[config.mk]
export PLATFORM = sky130hd
export DESIGN_NAME = sha256_compression_core
export DESIGN_NICKNAME = d
export VERILOG_FILES = /design/src/rtl/sha256_compression_core.sv
export SDC_FILE = /design/constraint.sdc
export NUM_CORES = 2
export LEC_CHECK = 0
export BUFFER_PORTS_ARGS = -buffer_cell sky130_fd_sc_hd__buf_2
export CAP_MARGIN = 20
export CORE_ASPECT_RATIO = 1.25
export CORE_UTILIZATION = 62
export CTS_BUF_LIST = sky130_fd_sc_hd__clkbuf_16
export CTS_CLUSTER_SIZE = 30
export DETAILED_ROUTE_END_ITERATION = 10
export PLACE_DENSITY = 0.87
export RECOVER_POWER = 100
export SKIP_LAST_GASP = 1
export SLEW_MARGIN = 20
export SYNTH_ARGS = -nofsm -noshare
export SYNTH_HDL_FRONTEND = slang
export SYNTH_SLANG_ARGS = --single-unit
export TNS_END_PERCENT = 20
[constraint.sdc]
create_clock -name clk -period 36.7 [get_ports clk]
set_input_delay 5.505 -clock clk [delete_from_list [all_inputs] [get_ports clk]]
set_output_delay 5.505 -clock clk [all_outputs]
set_load 0.05 [all_outputs]
[src/rtl/sha256_compression_core.sv]
`default_nettype none
// ============================================================================
// Module   : sha256_compression_core
// Purpose  : SHA-256 compression engine. Consumes one scheduled word W[t]
//            per accepted cycle, runs the 64 rounds on working variables
//            a..h, folds the result into H and chains H across blocks.
//            The digest is flagged valid after the last block of a message.
// Ports    : clk, rst (async, active-high)
//            init_i        start a new message (reload H_INIT, abort block)
//            w_valid_i     w_in_i carries W[t]
//            w_in_i[31:0]  scheduled word
//            last_block_i  sampled with W[0]; 1 = final block
//            w_ready_o     word accepted when w_valid_i & w_ready_o
//            busy_o        block partially consumed
//            block_done_o  one-cycle pulse after H has been updated
//            hash_valid_o  digest_o holds the final hash
//            digest_o      H0..H7, H0 in [255:224]
// Revision : 1.0 - initial release
// ============================================================================
module sha256_compression_core #(
  parameter logic [255:0] H_INIT =
    256'h6a09e667_bb67ae85_3c6ef372_a54ff53a_510e527f_9b05688c_1f83d9ab_5be0cd19
) (
  input  logic         clk,
  input  logic         rst,
  input  logic         init_i,
  input  logic         w_valid_i,
  input  logic [31:0]  w_in_i,
  input  logic         last_block_i,
  output logic         w_ready_o,
  output logic         busy_o,
  output logic         block_done_o,
  output logic         hash_valid_o,
  output logic [255:0] digest_o
);

  typedef enum logic [1:0] {
    S_IDLE   = 2'd0,
    S_ROUND  = 2'd1,
    S_UPDATE = 2'd2,
    S_DONE   = 2'd3
  } state_t;

  localparam logic [31:0] C_K [64] = '{
    32'h428a2f98, 32'h71374491, 32'hb5c0fbcf, 32'he9b5dba5, 32'h3956c25b, 32'h59f111f1, 32'h923f82a4, 32'hab1c5ed5,
    32'hd807aa98, 32'h12835b01, 32'h243185be, 32'h550c7dc3, 32'h72be5d74, 32'h80deb1fe, 32'h9bdc06a7, 32'hc19bf174,
    32'he49b69c1, 32'hefbe4786, 32'h0fc19dc6, 32'h240ca1cc, 32'h2de92c6f, 32'h4a7484aa, 32'h5cb0a9dc, 32'h76f988da,
    32'h983e5152, 32'ha831c66d, 32'hb00327c8, 32'hbf597fc7, 32'hc6e00bf3, 32'hd5a79147, 32'h06ca6351, 32'h14292967,
    32'h27b70a85, 32'h2e1b2138, 32'h4d2c6dfc, 32'h53380d13, 32'h650a7354, 32'h766a0abb, 32'h81c2c92e, 32'h92722c85,
    32'ha2bfe8a1, 32'ha81a664b, 32'hc24b8b70, 32'hc76c51a3, 32'hd192e819, 32'hd6990624, 32'hf40e3585, 32'h106aa070,
    32'h19a4c116, 32'h1e376c08, 32'h2748774c, 32'h34b0bcb5, 32'h391c0cb3, 32'h4ed8aa4a, 32'h5b9cca4f, 32'h682e6ff3,
    32'h748f82ee, 32'h78a5636f, 32'h84c87814, 32'h8cc70208, 32'h90befffa, 32'ha4506ceb, 32'hbef9a3f7, 32'hc67178f2
  };

  state_t      state_q;
  logic [5:0]  t_q;
  logic        last_q;
  logic [31:0] h_q  [8];   // chaining value H0..H7
  logic [31:0] wv_q [8];   // working variables a..h (index 0 = a)
  logic        w_ready_q;
  logic        busy_q;
  logic        block_done_q;
  logic        hash_valid_q;

  logic        xfer_d;
  logic [31:0] t1_d;
  logic [31:0] t2_d;
  logic [31:0] round_d [8];
  logic [31:0] hsum_d  [8];

  function automatic logic [31:0] big_sigma0(input logic [31:0] x);
    return {x[1:0], x[31:2]} ^ {x[12:0], x[31:13]} ^ {x[21:0], x[31:22]};
  endfunction

  function automatic logic [31:0] big_sigma1(input logic [31:0] x);
    return {x[5:0], x[31:6]} ^ {x[10:0], x[31:11]} ^ {x[24:0], x[31:25]};
  endfunction

  // One compression round on a..h; t_q is 0 in IDLE so the same path serves round 0.
  always_comb begin
    xfer_d = w_valid_i & w_ready_q;
    t1_d   = wv_q[7] + big_sigma1(wv_q[4]) + ((wv_q[4] & wv_q[5]) ^ (~wv_q[4] & wv_q[6]))
           + C_K[t_q] + w_in_i;
    t2_d   = big_sigma0(wv_q[0]) + ((wv_q[0] & wv_q[1]) ^ (wv_q[0] & wv_q[2]) ^ (wv_q[1] & wv_q[2]));
    round_d[0] = t1_d + t2_d;
    round_d[1] = wv_q[0];
    round_d[2] = wv_q[1];
    round_d[3] = wv_q[2];
    round_d[4] = wv_q[3] + t1_d;
    round_d[5] = wv_q[4];
    round_d[6] = wv_q[5];
    round_d[7] = wv_q[6];
    for (int i = 0; i < 8; i++) begin
      hsum_d[i] = h_q[i] + wv_q[i];
    end
  end

  always_ff @(posedge clk or posedge rst) begin
    if (rst) begin
      state_q      <= S_IDLE;
      t_q          <= 6'd0;
      last_q       <= 1'b0;
      w_ready_q    <= 1'b1;
      busy_q       <= 1'b0;
      block_done_q <= 1'b0;
      hash_valid_q <= 1'b0;
      for (int i = 0; i < 8; i++) begin
        h_q[i]  <= H_INIT[255-32*i -: 32];
        wv_q[i] <= H_INIT[255-32*i -: 32];
      end
    end else begin
      block_done_q <= 1'b0;
      if (init_i) begin
        // init overrides any transfer in the same cycle and drops a partial block
        state_q      <= S_IDLE;
        t_q          <= 6'd0;
        last_q       <= 1'b0;
        w_ready_q    <= 1'b1;
        busy_q       <= 1'b0;
        hash_valid_q <= 1'b0;
        for (int i = 0; i < 8; i++) begin
          h_q[i]  <= H_INIT[255-32*i -: 32];
          wv_q[i] <= H_INIT[255-32*i -: 32];
        end
      end else begin
        case (state_q)
          S_IDLE: begin
            if (xfer_d) begin
              for (int i = 0; i < 8; i++) wv_q[i] <= round_d[i];
              last_q  <= last_block_i;
              t_q     <= 6'd1;
              state_q <= S_ROUND;
              busy_q  <= 1'b1;
            end
          end
          S_ROUND: begin
            if (xfer_d) begin
              for (int i = 0; i < 8; i++) wv_q[i] <= round_d[i];
              t_q <= t_q + 6'd1;   // wraps to 0 after round 63, ready for the next block
              if (t_q == 6'd63) begin
                state_q   <= S_UPDATE;
                w_ready_q <= 1'b0;
                busy_q    <= 1'b0;
              end
            end
          end
          S_UPDATE: begin
            // a..h restart from the new H so IDLE can begin the next block directly
            for (int i = 0; i < 8; i++) begin
              h_q[i]  <= hsum_d[i];
              wv_q[i] <= hsum_d[i];
            end
            block_done_q <= 1'b1;
            if (last_q) begin
              state_q      <= S_DONE;
              hash_valid_q <= 1'b1;
            end else begin
              state_q   <= S_IDLE;
              w_ready_q <= 1'b1;
            end
          end
          default: begin
            // DONE: hold everything until init
          end
        endcase
      end
    end
  end

  assign w_ready_o    = w_ready_q;
  assign busy_o       = busy_q;
  assign block_done_o = block_done_q;
  assign hash_valid_o = hash_valid_q;

  for (genvar gi = 0; gi < 8; gi++) begin : g_digest
    assign digest_o[255-32*gi -: 32] = h_q[gi];
  end

endmodule
`default_nettype wire

**Word-level counts from Yosys, hierarchy flattened**

Memories as Yosys holds them, arrays and structs flattened.
Index checks and enable logic that the tools add are counted.

- Add/subtract/negate cells: 16
- $mul: 0
- Divide/modulo/power cells: 0
- Magnitude comparators: 1
- Eq/ne operators: 8
- Shift operators: 0
- Multiplexer cells: 33
- Bitwise operators: 15
- Reductions and logical operators: 17

Operators by type and width:

| operator | number |
|---|---|
| $mux 256 | 4 |
| $pmux 256 s2 | 1 |
| $add 32x32->32 | 15 |
| $xor 32x32->32 | 7 |
| $and 32x32->32 | 5 |
| $mux 32 | 2 |
| $not 32->32 | 1 |
| $mux 6 | 3 |
| $mux 1 | 14 |
| $ne 3x3->1 const B | 4 |
| $pmux 6 s2 | 1 |
| $reduce_and 4->1 | 3 |
| $mux 2 | 5 |
| $reduce_bool 3->1 | 3 |
| $reduce_bool 2->1 | 4 |
| $ge 7x7->1 const B | 1 |
| $not 6->7 | 1 |
| $add 6x1->6 const B | 1 |
| $eq 6x6->1 const B | 1 |
| $pmux 2 s3 | 1 |
| $reduce_and 2->1 | 3 |
| $pmux 1 s2 | 2 |
| $reduce_bool 4->1 | 1 |
| $ne 3x1->1 const B | 1 |
| 6 further kinds | 6 |

- Flip-flop bits (word level): 525
- Latch bits: 0
- Memory bits (writable): 0
- Memory bits (read-only): 2048
- Input bits: 37
- Output and inout bits: 260
- Logic and storage cells: 114
- Memories kept: 1

Memories:

| name | words | bits a word | read ports | clocked after Yosys merged registers in | write ports | RTL line | text |
|---|---|---|---|---|---|---|---|
| (name not given) | 64 | 32 | 1 | 0 | 0 | 83 | `+ C_K[t_q] + w_in_i;` |

**Longest topological paths before layout**

- Word-level depth: 10
- Mapped depth: 42
- Depth with buffers taken out: 39

**Worst setup path before layout**

Ideal clock, no wire load.

- Path kind: in2reg
- Start point: in w_in_i[6]
- End point: reg wv_q, in the netlist round_d[223]
- Library setup time: 122 ps
- Data arrival time: 12061 ps
- Data required time: 36578 ps
- Path slack: 24518 ps
- Stages: 31
- Buffers on the path: 0
- Path through: inv_1 fa_1 inv_1 fa_1 fa_1 ha_1 or4_1 o21ai_0 a31oi_1 o41a_1 nand3_1 nand2b_1 a21oi_1 o21ai_0 a21oi_1 xnor2_1 inv_1 fa_1 inv_1 ha_1 or2_2 a21oi_1 a21oi_1 a21oi_1 o21ai_0 a221oi_1 nor2_1 a211oi_1 xnor2_1 nand3_1 a32o_1

- Longest elaborated chain between the ends: 5

RTL lines:

| item | RTL line | text |
|---|---|---|
| start, declared | 28 | `input logic [31:0] w_in_i,` |
| $add 32x32->32 | 83 |  |
| $add 32x32->32 | 85 | `round_d[0] = t1_d + t2_d;` |
| $mux 256 | 128, 137 |  |
| $pmux 256 s2 | 126 | `case (state_q)` |
| $mux 256 | 113 | `if (init_i) begin` |
| end signal, assigned by index | 109 | `wv_q[i] <= H_INIT[255-32*i -: 32];` |
| end signal, assigned by index | 123 | `wv_q[i] <= H_INIT[255-32*i -: 32];` |
| end signal, assigned by index | 151 | `wv_q[i] <= hsum_d[i];` |
| end, declared | 59 | `logic [31:0] wv_q [8];` |

No other way between the ends. The select of a mux whose other input is x is not followed.
A chain may end at the register's enable or synchronous reset.

**Worst setup path after layout**

- Start point: in init_i
- End point: reg wv_q[143] (netlist name)

- Longest elaborated chain between the ends: 2
- Elaborated cells between the ends (all ways): 4
- Those cells by class: eq/ne (1); mux (1); reduce/logical (2)

RTL lines:

| item | RTL line | text |
|---|---|---|
| start, declared | 26 | `input logic init_i,` |
| $ne 3x1->1 (no line) / $reduce_bool 3->1 (equally long branches) | -- |  |
| $reduce_and 2->1 (no line) | -- |  |

Several ways; a longest one is shown, not always the timed one.

==> results.md <==
* Synth Area per Inst at between 8 and 9 sq um
* Row count at 110
* Vias in the first global route at between 40000 and 50000
* Die width at roughly 240 microns
* Asr flop ratio synth at 1.000
* Synth cell types at 82
* Vias at about 44000
* Die Height at 305.2 microns
* Top_reg_cell synth: dfstp_2
* Multi-input logic area at roughly 30000 sq um
* CTS-repair resized insts at 0
* Reg area at 13490 sq um
* Setup Skew at ~47 ps
* Setup crit start: init_i
* # nets final at ~6100
* CP arrival at between 15000 and 20000 ps
* Die area at about 75000 sq um
* Area Growth Syn to Fin at 7.588%
* RSZ-0062 raised after global routing: no
* Overall Global Routing Usage at 0.4618
* Max clock buf depth at 3
* Final instance area at between 40000 and 50000 sq um
* H-Tree Depth at 2
* Post-DP HPWL at 128100 microns
* IO Pins at roughly 300
* Worst hold start: digest_o[253]
* Layout cells sized above 1 at 0.08847
* Fmax at roughly 54 MHz
* Synth Instances at between 5000 and 6000
* Hold Path Class: reg2reg
* Finished Core Util at 0.6778
* CP dominant cell by count: clkbuf_1
* Worst path max stage delay at approximately 6700 ps
* CP bufs+invs at 4
* Placer Congestion at between 1 and 1.5
* WL per Instance at about 27 microns
* Fill count at 6093
* Clk root buf: clkbuf_16
* Post-CTS Hold Buffers at 0
* Final setup vio count at 0
* Ys Warns at 0
* Core ar. at 72390 sq um
* Layout Cells excl Fill at ~6500
* Diodes inserted at 0
* Largest net degree at the start of global routing at 208
* Count of pins over their slew limit at 1622
* Worst-path fanout max at between 200 and 250
* Drc violations at 0
* Startpoint types: primary input
* Number of buffers added for setup after CTS at 0
* Period utilization at 0.5012
* Placed cell area at 47640 sq um
* Setup TNS Final at 0 ps
* Critical-path top delay cell: clkbuf_1
* Flops & latches, synth at between 500 and 600
* CTS tree: yes
* Final Hold Fails at 0
* Outcome: finished, violations left
* Failing checks: max-capacitance violations, max-slew violations
* Antenna violations before repair at 1
* Slew @ Worst Pin at just under 10000 ps
* Port buffer count at 296
* RR Startpoint: state_q[1]
* Global route overflow at 0
* Post-synth EDFFs at 0
* CP Data Required Time at between 30000 and 40000 ps
* Crit. End Element: flop
* Area of the mapped netlist at 45610 sq um
* Worst Setup Path Type: in2reg
* Clk_lat worst skew at 700 ps
* Post-Route WL at 174500 microns
* Sequential-to-total area share from yosys stat at 0.2955
* # placed instances at about 6400
* Min Tclk post-route at ~18000 ps
* Reg2Reg Setup Slack at between 20000 and 25000 ps
* CP top delay family: buffers and inverters
* Cts bufs inserted at between 50 and 60
* Clk slew on worst S/H paths at 60 ps
* Synth Net Count at slightly below 6000
* Post-DRT Antenna Nets at 0
* DR iter-0 viols at approximately 4800
* CTS Sinks at 525
* Initial Util at 0.6300
* Crit path cell chain: clkbuf_1, nor2_1, clkbuf_1, nand2_1, clkbuf_1, clkbuf_1, o21ai_0, o21ai_0
* Max-cap violations at 24
* Slew HR at -5.576
* Via density per instance at roughly 6.8
* First-pass GRT wire length at ~260000 microns
* DRT Pass-1 Iters at 9
final timing paths:
| check | endpoint | cells past startpoint |
|---|---|---|
| worst max-delay path | wv_q[143] | 8 |
| worst min-delay path | digest_o[253] | 2 |
| worst max register to register | wv_q[143] | 12 |
| worst min register to register | digest_o[253] | 2 |
| max in group asynchronous | digest_o[65] | 5 |
| min in group asynchronous | digest_o[206] | 2 |
metrics by stage:
stage,setup WS [ps],hold WS (ps)
floorplan,16980,462.5
global placement,23500,467.2
detailed placement,23410,475.3
CTS,24100,484.6
global route,17780,501.6
finish,18300,482.6
state kept, by name (all words and copies together) (netlist names):
register,cells
block_done_o,1
busy_o,1
digest_o,256
hash_valid_o,1
last_q,1
round_d,192
state_q,2
t_q,6
w_ready_o,1
wv_q,64
cells in the mapped netlist, types with 11 or more instances:
cell,count,share of area
o311ai_0,12,0.0023
a22oi_1,12,0.0020
or2_2,14,0.0019
xnor2_1,281,0.054
a22o_1,61,0.012
dfrtp_1,252,0.14
fa_1,133,0.058
inv_1,441,0.036
a21o_1,176,0.029
a211o_1,22,0.0042
o211ai_1,47,0.0077
o22a_1,30,0.0058
a21boi_0,16,0.0026
a221oi_1,51,0.0098
a211oi_1,39,0.0064
xor2_1,158,0.030
ha_1,371,0.10
or3_1,30,0.0041
nor2_1,467,0.038
o22ai_1,39,0.0053
mux2_2,25,0.0062
nand3_1,70,0.0077
nor3_1,73,0.0080
nand2_1,444,0.037
o21ai_0,415,0.046
and2_1,17,0.0023
o21a_1,79,0.013
buf_1,46,0.0038
o31ai_1,41,0.0067
nand2b_1,54,0.0074
nand4_1,18,0.0025
a311oi_1,11,0.0021
a31oi_1,87,0.012
and3_1,31,0.0043
dfstp_2,273,0.16
a21oi_1,567,0.062
mux2i_1,36,0.0079
clkbuf_1,248,0.020
nor2b_1,45,0.0062
o21bai_1,52,0.0086
worst min-delay path: cells and delay by family (launching register included):
family / cells / cell delay, ps
flops: 1 / 380
compound gates: 1 / 60
buf+inv: 1 / 40
cell families (layout without fill, tap and decap cells):
family,after synthesis,count (layout),synth area share
and+or+nand+nor,1299,1299,0.1256
AOI/OAI and AO/OA,1850,1850,0.2561
DFF,525,525,0.2955
buffers and inverters,740,898,0.06093
xor gates and xnor gates,439,439,0.08430
muxes,67,67,0.01704
adders and majority gates,506,506,0.1606
per-layer routing:
layer / share of wire / track usage / vias to the layer above
met1: 0.33 / 0.5159 / 21080
li1: - / - / 19370
met3: 0.11 / 0.1119 / 928
met2: 0.44 / 0.7168 / 2775
met4: 0.12 / 0.4436 / 2
met5: 0.000075 / 0 / -
area by class of cell:
cell class              count  share of cell area
repair buffers            345             0.02970
flip-flops and latches    525              0.2748
well taps                 952             0.02427
multi-input cells        4161              0.5984
clock buffers              58             0.02958
clock inverters            50            0.009077
inverters                 445             0.03414
layout by cell type, fill, tap and decap left out, types with 70 or more instances in the layout:
master,n
a21oi_1,567
nor2_1,466
inv_1,446
nand2_1,444
o21ai_0,411
ha_1,370
xnor2_1,281
clkbuf_1,281
dfstp_2,273
dfrtp_1,249
a21o_1,176
xor2_1,158
fa_1,133
a31oi_1,87
o21a_1,79
nor3_1,73
nand3_1,70
Power is not shown: default switching activity piles up to over one toggle a cycle in this logic, so the estimate is an artifact.
